**src/rtl/r_ctrl_fsm.sv**
```systemverilog
// r_ctrl_fsm: multi-cycle FETCH/DECODE/EXECUTE/WRITEBACK control unit for the
// R-type MIPS core. It fetches from a combinational ROM addressed by pc,
// latches the word into ir, decodes the funct field into an ALU code, and
// strobes the register-file write during WRITEBACK.
module r_ctrl_fsm #(
  parameter logic [31:0] PC_RESET = 32'h0000_0000,
  parameter int          RET_W    = 16
) (
  input  logic             CLK,
  input  logic             RST,
  input  logic             EN,
  input  logic [31:0]      inst,
  output logic [31:0]      pc,
  output logic [31:0]      ir,
  output logic [4:0]       rs,
  output logic [4:0]       rt,
  output logic [4:0]       rd,
  output logic [2:0]       alu_op,
  output logic             reg_we,
  output logic [1:0]       state,
  output logic             illegal,
  output logic [RET_W-1:0] retired
);

  typedef enum logic [1:0] {
    FETCH     = 2'd0,
    DECODE    = 2'd1,
    EXECUTE   = 2'd2,
    WRITEBACK = 2'd3
  } state_t;

  state_t     st;
  logic [3:0] dec;

  // Returns {legal, alu_code}; anything outside the supported R-type set,
  // including non-zero opcodes, shifts and the unsigned add/sub forms, is illegal.
  function automatic logic [3:0] decode_r(input logic [5:0] opcode,
                                          input logic [5:0] funct);
    logic [3:0] r;
    r = 4'b0000;
    if (opcode == 6'd0) begin
      case (funct)
        6'h24:   r = 4'b1_000;  // AND
        6'h25:   r = 4'b1_001;  // OR
        6'h20:   r = 4'b1_010;  // ADD
        6'h26:   r = 4'b1_011;  // XOR
        6'h27:   r = 4'b1_100;  // NOR
        6'h22:   r = 4'b1_110;  // SUB
        6'h2A:   r = 4'b1_111;  // SLT
        default: r = 4'b0_000;
      endcase
    end
    return r;
  endfunction

  assign dec   = decode_r(ir[31:26], ir[5:0]);
  assign rs    = ir[25:21];
  assign rt    = ir[20:16];
  assign rd    = ir[15:11];
  assign state = st;

  // Write strobe is combinational so that a stall or reset in WRITEBACK
  // suppresses it in the same cycle; writes to $0 are never issued.
  assign reg_we = (st == WRITEBACK) && EN && (rd != 5'd0);

  // Main sequencer: every register advances only on enabled edges.
  always_ff @(posedge CLK or posedge RST) begin
    if (RST) begin
      st      <= FETCH;
      pc      <= PC_RESET;
      ir      <= '0;
      alu_op  <= 3'b000;
      illegal <= 1'b0;
      retired <= '0;
    end else if (EN) begin
      case (st)
        FETCH: begin
          ir      <= inst;
          pc      <= pc + 32'd4;
          illegal <= 1'b0;
          st      <= DECODE;
        end
        DECODE: begin
          if (dec[3]) begin
            alu_op <= dec[2:0];
            st     <= EXECUTE;
          end else begin
            // alu_op deliberately keeps the last legal code
            illegal <= 1'b1;
            st      <= FETCH;
          end
        end
        EXECUTE: begin
          st <= WRITEBACK;
        end
        WRITEBACK: begin
          retired <= retired + RET_W'(1);
          st      <= FETCH;
        end
        default: begin
          st <= FETCH;
        end
      endcase
    end
  end

endmodule

```
**config.mk**
```make
export PLATFORM = sky130hd
export DESIGN_NAME = r_ctrl_fsm
export DESIGN_NICKNAME = d
export VERILOG_FILES = /design/src/rtl/r_ctrl_fsm.sv
export SDC_FILE = /design/constraint.sdc
export NUM_CORES = 1
export LEC_CHECK = 0
export CAP_MARGIN = 20
export CELL_PAD_IN_SITES_DETAIL_PLACEMENT = 0
export CELL_PAD_IN_SITES_GLOBAL_PLACEMENT = 1
export CORE_MARGIN = 4
export CORE_UTILIZATION = 33
export CTS_CLUSTER_DIAMETER = 60
export DETAILED_ROUTE_END_ITERATION = 8
export GPL_TIMING_DRIVEN = 1
export PLACE_DENSITY_LB_ADDON = 0.1
export RECOVER_POWER = 100
export SYNTH_ARGS = -nofsm -noshare
export SYNTH_HDL_FRONTEND = slang
export SYNTH_SLANG_ARGS = --single-unit
```
**constraint.sdc**
```tcl
create_clock -name CLK -period 3.8 [get_ports CLK]
set_clock_uncertainty 0.2 [all_clocks]
set_input_delay 1.14 -clock CLK [delete_from_list [all_inputs] [get_ports CLK]]
set_output_delay 1.14 -clock CLK [all_outputs]
set_load 0.01 [all_outputs]
```
==> metrics.csv, run 1 <==
metric;value;unit
ys flop type;dfrtp_1;
num rows;38;
Cell Chain, Critical Path;clkdlybuf4s50_1 > nand3_1 > a21oi_1 > dlygate4sd2_1;
f_max;280;MHz
post-synthesis cell count;369;
post-CTS setup buffers;0;
period utilization;0.939;
Leak;2.63;nW
Die Width;114;um
drt pass-1 iters;4;
Hold Fails Final Rpt;0;
share of layout cells above drive strength 1;0.0462;
Critical Path Start Type;input pin;
PD cells;632;nW/um2
Max-Cap Viols;1;
number of synthesized flops with an enable pin;0;
sequential share of the synthesized area;0.565;
deepest clock path buffer count;2;
largest family of logic cells by synthesized area;simple AND/OR/NAND/NOR gates;
dpl cells;623;
Post-Synth Simple-Gate Area;0.235;
Synth Area per Inst;10.1;um2
Worst-Skew Late Latency;0.33;ns
Hold/Removal Path Class;reg2reg;
largest net degree at the start of global routing;45;
RSZ-0062 raised after global routing;false;
Final min period;3.57;ns
die height;114;um
Worst EP required;2.46;ns
Total Routing Usage GR;0.144;
vias in the first global route;3023;
clock root buffer;clkbuf_16;
peak per-stage delay on the critical path;0.51;ns
Synth Warn #;0;
Fin Hold WS;0.262;ns
adder-cell share of the synthesized area;0.00673;
Crit Path Class;in2out;
slowest cell on the critical path;clkdlybuf4s50_1;
initial antenna violation count;0;
DR vias;2908;
failing checks;capacitance limit, slew limit;
Congestion Overflow GR;0;
Port Buffers;134;
io pins;137;
residual DRC count;0;
cts hold-fix bufs;0;
Synth async-reset ratio;1.00;
cts bufs inserted;9;
CTS Sinks;84;
NumNets Final;531;
Pins Over Slew Limit;41;
Compound-Gate Fraction of Synth Area;0.0145;
DR iter-0 viols;118;
TritonCTS clock tree;built;
Yosys reg bits;84;
global-route wire length before repair;14800;um
Power Total;3.44;mW
Die ar.;13000;um2
RePlAce Congestion;0.710;
Setup-failing EPs final;0;
Peak VDD IR;0.000356;V
number of routed nets with antenna violations;0;
post-synthesis mux area share;0.0118;
non-filler cells, final;638;
Worst Max-Slew Pin Slew;1.92;ns
Post-Synth XOR/XNOR Area;0.108;
vias per cell;4.56;
CP endpoint kind;primary output;
Clock transition at path regs;0.06;ns
Layout Area Growth over Synthesis;46.5;%
WL final;8990;um
wire length per cell;14.1;um
Slew HR;-0.287;
status;finished, violations left;
Final Instance Area;5450;um2
Post-DP Area;5140;um2
CORE AREA;10900;um2
Cell Area, Synth;3720;um2
crit path DAT;2.23;ns
worst slack, placed;-0.0546;ns
Initial Util;0.340;
Crit Path Max Fanout;2;
Cell variety after synth;35;
# H-tree levels;3;
Final Worst Setup Slack;0.233;ns
Post-DP HPWL;6390;um
Core Util, Final;0.498;
Setup TNS;0;ns
Diodes inserted;0;
[what timing repair did]
item,CTS,global route
resized for setup,1,0
hold endpoints to repair,0,0
endpoints found under the setup margin,1,0
[cell usage after synthesis, drive strengths merged (3+ instances only)]
cell type	instances	share of area
nand2b	3	0.0050
nor2	10	0.010
nand3	18	0.024
nor4	7	0.017
nand4	13	0.022
mux2	3	0.0091
and4	4	0.0094
inv	10	0.010
clkbuf	9	0.0091
nor3	8	0.011
xor2	15	0.035
o21ai	3	0.0040
buf	19	0.039
xnor2	31	0.073
nand2	108	0.11
and3	7	0.012
dfrtp	84	0.57
[path summary, 6_finish.rpt]
kind	startpoint	to	slack [ns]	depth (start not counted)
worst max-delay path	EN	reg_we	0.23	4
worst min-delay path	pc[31]	pc[31]	0.26	1
worst max register to register	ir[26]	alu_op[1]	1.37	4
worst min register to register	pc[31]	pc[31]	0.26	1
max in group asynchronous	RST	pc[3]	0.93	3
min in group asynchronous	RST	retired[0]	1.55	2
[kinds of logic (layout without fill, tap and decap cells)]
| group | after synthesis | count (layout) |
|---|---|---|
| AO/OA/AOI/OAI | 9 | 9 |
| other | 1 | 2 |
| multiplexers | 4 | 4 |
| adder cells (fa/ha/maj) | 2 | 2 |
| AND/OR/NAND/NOR | 185 | 185 |
| buffers and inverters | 38 | 166 |
| XOR/XNOR | 46 | 46 |
| flip-flops | 84 | 84 |
[cell type report]
cell class              instances  area, um2
clock inverters                 4       97.6
multi-input cells             248       1410
repair buffers                141       1390
fillers                      1073       5490
inverters                      10       38.8
flip-flops and latches         84       2100
well taps                     140        175
clock buffers                  11        243
[registers in the layout, summed over array words and instances (netlist names), named ones only]
signal and cells:
ir 32, pc 30, retired 16, alu_op 3, illegal 1, state 1
[cells in the final DEF (no fill, tap or decap), types with 8 or more instances in the layout]
master / Yosys / layout
xnor2_1: 31 / 31
clkdlybuf4s50_1: 0 / 33
nor3_1: 8 / 8
nand3_1: 18 / 18
nand4_1: 13 / 13
xor2_1: 15 / 15
clkbuf_16: 0 / 9
inv_1: 10 / 9
nor2_1: 10 / 10
nand2_1: 108 / 108
dlygate4sd3_1: 0 / 100
dfrtp_1: 84 / 84
[power breakdown]
part           total (mW)  internal [mW]  switching [mW]
registers            1.33           1.12           0.217
clock network        1.00          0.657           0.343
logic                1.11          0.569           0.538
[routing by layer]
layer	vias to the layer above	global-route usage	part of all wire
met5	-	0	0
met4	0	0.0570	0.011
met3	9	0.0618	0.084
met2	81	0.219	0.46
met1	1373	0.182	0.45
li1	1445	-	-
[worst max-delay path: cells and delay by family]
| kind | cells | cell delay (ns) |
|---|---|---|
| buffers and inverters | 2 | 0.82 |
| AO/OA/AOI/OAI | 1 | 0.14 |
| AND/OR/NAND/NOR | 1 | 0.13 |
(Power assumes the default switching activity.)
==> run 2: changes to the inputs <==
- CELL_PAD_IN_SITES_GLOBAL_PLACEMENT: 1 -> 2
- CORE_UTILIZATION: 33 -> 26
==> metrics.csv, run 2 (same netlist as run 1, synthesis figures left out) <==
metric;value;unit
Final Instance Area;5440;um2
peak per-stage delay on the critical path;0.51;ns
Setup-failing EPs final;0;
Setup TNS;0;ns
Die Width;128;um
num rows;43;
Slew HR;-0.121;
dpl cells;666;
DR iter-0 viols;113;
vias per cell;4.33;
Critical Path Start Type;input pin;
f_max;281;MHz
Layout Area Growth over Synthesis;46.2;%
residual DRC count;0;
CORE AREA;13900;um2
deepest clock path buffer count;2;
Cell Chain, Critical Path;clkdlybuf4s50_1 > nand3_1 > a21oi_1 > dlygate4sd2_1;
Worst EP required;2.46;ns
number of routed nets with antenna violations;0;
largest register by flop count;ir;
Congestion Overflow GR;0;
Top Registers;ir x32, pc x30, retired x16;
Core Util, Final;0.390;
die height;128;um
Worst Max-Slew Pin Slew;1.67;ns
Port Buffers;134;
TritonCTS clock tree;built;
period utilization;0.935;
PD cells;604;nW/um2
Leak;2.60;nW
wire length per cell;14.4;um
post-CTS setup buffers;0;
CTS Sinks;84;
commonest non-fill, non-tap cell in the layout;nand2_1;
WL final;9820;um
drt pass-1 iters;4;
Peak VDD IR;0.000249;V
crit path DAT;2.21;ns
DR vias;2943;
io pins;137;
share of layout cells above drive strength 1;0.0440;
# H-tree levels;3;
Pins Over Slew Limit;36;
slowest cell on the critical path;clkdlybuf4s50_1;
non-filler cells, final;680;
NumNets Final;534;
Initial Util;0.267;
Post-DP HPWL;6960;um
area of the multi-input gates;1400;um2
clock root buffer;clkbuf_16;
status;finished, violations left;
Hold Fails Final Rpt;0;
largest net degree at the start of global routing;39;
Post-DP Area;5210;um2
vias in the first global route;3038;
Final min period;3.55;ns
Clock transition at path regs;0.06;ns
Largest register FFs;32;
number of fill cells;1402;
failing checks;capacitance limit, slew limit;
Worst-Skew Late Latency;0.34;ns
cts bufs inserted;9;
Storage cell area;2100;um2
cts hold-fix bufs;0;
Diodes inserted;0;
Die ar.;16300;um2
initial antenna violation count;0;
RSZ-0062 raised after global routing;false;
CTS resizes;1;
Total Routing Usage GR;0.127;
Crit Path Max Fanout;2;
CP endpoint kind;primary output;
Crit Path Class;in2out;
most frequent cells in the layout;108 x nand2_1, 100 x dlygate4sd3_1, 84 x dfrtp_1;
global-route wire length before repair;16200;um
RePlAce Congestion;0.691;
Max-Cap Viols;1;
Hold/Removal Path Class;reg2reg;
-- run 2: worst paths after layout --
| path | startpoint | end | slack (ns) | depth (start not counted) |
|---|---|---|---|---|
| setup / recovery | EN | reg_we | 0.25 | 4 |
| hold / removal | retired[15] | retired[15] | 0.26 | 1 |
| setup reg to reg | register | pc[28] | 1.45 | 5 |
| hold reg to reg | retired[15] | retired[15] | 0.26 | 1 |
| max in group asynchronous | RST | pc[4] | 0.67 | 3 |
| min in group asynchronous | RST | pc[17] | 1.47 | 2 |
-- run 2: layout make-up --
class | count | share of cell area
clock inverters | 1 | 0.00138
inverters | 10 | 0.00713
flip-flops and latches | 84 | 0.387
clock buffers | 13 | 0.0497
well taps | 180 | 0.0414
multi-input cells | 248 | 0.257
repair buffers | 144 | 0.257
-- run 2: metal layers --
layer  routed length [um]  GRT usage
met4                  209     0.0599
met2                 4430      0.190
met3                  697     0.0456
met1                 4480      0.164
met5                    0          0
-- run 2: critical path, delay by kind of cell --
kind,cells,cell delay [ns]
AO/OA/AOI/OAI,1,0.14
buffers and inverters,2,0.81
AND/OR/NAND/NOR,1,0.13
-- run 2: stage by stage --
| stage | worst slack, ns | total power, mW | hold WS [ns] |
|---|---|---|---|
| 2_1_floorplan | 0.295 | 1.93 | 0.304 |
| 3_3_place_gp | -0.0743 | 2.63 | 0.257 |
| 3_5_place_dp | -0.0806 | 2.63 | 0.259 |
| 4_1_cts | 0.184 | 3.50 | 0.269 |
| 5_1_grt | 0.130 | 3.53 | 0.289 |
| 6_report | 0.247 | 3.29 | 0.257 |
-- run 2: where the power goes --
| part | switching, mW | internal (mW) |
|---|---|---|
| combinational | 0.545 | 0.569 |
| clock | 0.347 | 0.490 |
| sequential | 0.218 | 1.12 |
| total | 1.11 | 2.18 |
==> run 3: changes to the inputs <==
- ABC_AREA: default -> 1
- CAP_MARGIN: 20 -> 10
- SLEW_MARGIN: default -> 20
==> metrics.csv, run 3 <==
metric;value;unit
status;finished, violations left;
failing checks;capacitance limit, slew limit;
RSZ-0062 raised after global routing;false;
Die Width;137;um
met2 GRT Util;0.217;
slowest cell on the critical path;clkdlybuf4s50_1;
Total Routing Usage GR;0.141;
PD cells;460;nW/um2
crit path DAT;2.30;ns
Peak VDD IR;0.000207;V
vias per cell;4.19;
Synth Warn #;0;
clock root buffer;clkbuf_16;
largest area contributor in the netlist;dfrtp_1;
Layout Area Growth over Synthesis;38.0;%
period utilization;0.959;
share of the synthesized area in the top cell type;0.484;
vias in the first global route;3990;
Crit Path Class;in2out;
DR vias;3829;
Critical Path Start Type;input pin;
Post-DP HPWL;9490;um
Final min period;3.64;ns
f_max;274;MHz
Setup TNS;0;ns
CTS Sinks;84;
Power Total;2.76;mW
Max-Cap Viols;1;
CP delay by family, top;buffers and inverters;
Synth async-reset ratio;1.00;
CP endpoint kind;primary output;
Cell Area, Synth;4340;um2
Yosys reg bits;84;
sequential share of the synthesized area;0.484;
post-CTS setup buffers;0;
peak per-stage delay on the critical path;0.54;ns
share of layout cells above drive strength 1;0.0344;
cts bufs inserted;9;
largest net degree at the start of global routing;41;
Diodes inserted;0;
post-synthesis cell count;565;
commonest cells in the synthesized netlist;234 x nand2_1, 84 x dfrtp_1, 63 x nor2_1, 56 x inv_1, 30 x nand3_1;
Worst EP required;2.46;ns
NumNets Final;731;
# H-tree levels;3;
global-route wire length before repair;20600;um
Pins Over Slew Limit;40;
Hold/Removal Path Class;reg2reg;
CP bufs+invs;3;
CORE AREA;16100;um2
Worst Max-Slew Pin Slew;1.79;ns
Hold Fails Final Rpt;0;
ys flop type;dfrtp_1;
Leak;3.02;nW
Cell Chain, Critical Path;clkdlybuf4s50_1 > nand2_4 > nor2_1 > o41ai_1 > inv_1 > dlygate4sd2_1;
number of synthesized flops with an enable pin;0;
Area contributors post-synth;dfrtp_1 48%, nand2_1 20%, nor2_1 5.4%, inv_1 4.8%, buf_4 3.5%;
Setup-failing EPs final;0;
io pins;137;
Crit Path Max Fanout;2;
residual DRC count;0;
Core Util, Final;0.372;
die height;137;um
DR iter-0 viols;105;
Top Registers;ir x32, pc x30, retired x16;
met3 track demand over resource;0.0519;
deepest clock path buffer count;2;
wire length per cell;13.8;um
drt pass-1 iters;4;
most frequent cells in the layout;236 x nand2_1, 100 x dlygate4sd3_1, 84 x dfrtp_1;
count leader, synth;nand2_1;
largest register by flop count;ir;
Cell variety after synth;28;
Synth Area per Inst;7.68;um2
initial antenna violation count;0;
RePlAce Congestion;0.775;
num rows;46;
WL final;12600;um
Initial Util;0.269;
Congestion Overflow GR;0;
TritonCTS clock tree;built;
R2R setup slack;1.48;ns
Worst-Skew Late Latency;0.34;ns
busiest grt layer;met2;
Die ar.;18800;um2
Port Buffers;134;
number of routed nets with antenna violations;0;
Largest register FFs;32;
Clock transition at path regs;0.06;ns
Slew HR;-0.203;
commonest non-fill, non-tap cell in the layout;nand2_1;
met1 GRT Util;0.182;
==> run 3: worst min-delay path, delay by kind of cell (launching register included) <==
kind	cells	cell delay, ns
AND/OR/NAND/NOR	2	0.10
flip-flops	1	0.35
==> run 3: path summary, 6_finish.rpt <==
check / startpoint / endpoint / cells past startpoint
min in group asynchronous: RST / retired[15] / 2
min: ir[10] / ir[10] / 2
max in group asynchronous: RST / retired[13] / 3
min reg2reg: ir[10] / ir[10] / 2
max: EN / reg_we / 6
max reg2reg: register / ir[1] / 5
==> run 3: final cells by class <==
cell class              instances  area [um2]
clock inverters                 2        10.0
flip-flops and latches         84        2100
repair buffers                142        1380
multi-input cells             399        1750
fillers                      1742       10100
inverters                      58         219
well taps                     216         270
clock buffers                  13         260
==> run 3: what timing repair did <==
item | CTS | global route
resized for setup | 1 | 0
endpoints found under the setup margin | 1 | 0
hold buffers | 0 | 0
==> run 3: routing by layer <==
layer / up-vias / share of wire / routed length (um)
li1: 1971 / - / -
met1: 1744 / 0.47 / 5860
met2: 101 / 0.44 / 5590
met3: 13 / 0.077 / 967
met4: 0 / 0.014 / 176
met5: - / 0 / 0
==> run 3: cells by family (layout without fill, tap and decap cells) <==
family / count (synthesis) / count (layout) / synth area share
other: 1 / 2 / 0.000864
XOR/XNOR: 22 / 22 / 0.0444
adder cells (fa/ha/maj): 2 / 2 / 0.00577
flip-flops: 84 / 84 / 0.484
buffers and inverters: 83 / 215 / 0.0900
AND/OR/NAND/NOR: 359 / 359 / 0.357
AO/OA/AOI/OAI: 14 / 14 / 0.0176
==> run 3: metrics by stage <==
stage | instance area, um2 | hold WS [ns] | worst slack [ns] | instances
floorplan | 4340 | 0.314 | 0.295 | 566
global placement | 5840 | 0.263 | -0.0987 | 899
detailed placement | 5840 | 0.270 | -0.0878 | 899
CTS | 6110 | 0.294 | 0.174 | 914
global route | 5990 | 0.308 | 0.0868 | 914
finish | 5990 | 0.285 | 0.155 | 914
==> run 3: report_power, final <==
group	switching, mW	total (mW)	internal, mW
clock	0.351	0.824	0.474
combinational	0.367	0.743	0.376
sequential	0.146	1.19	1.04
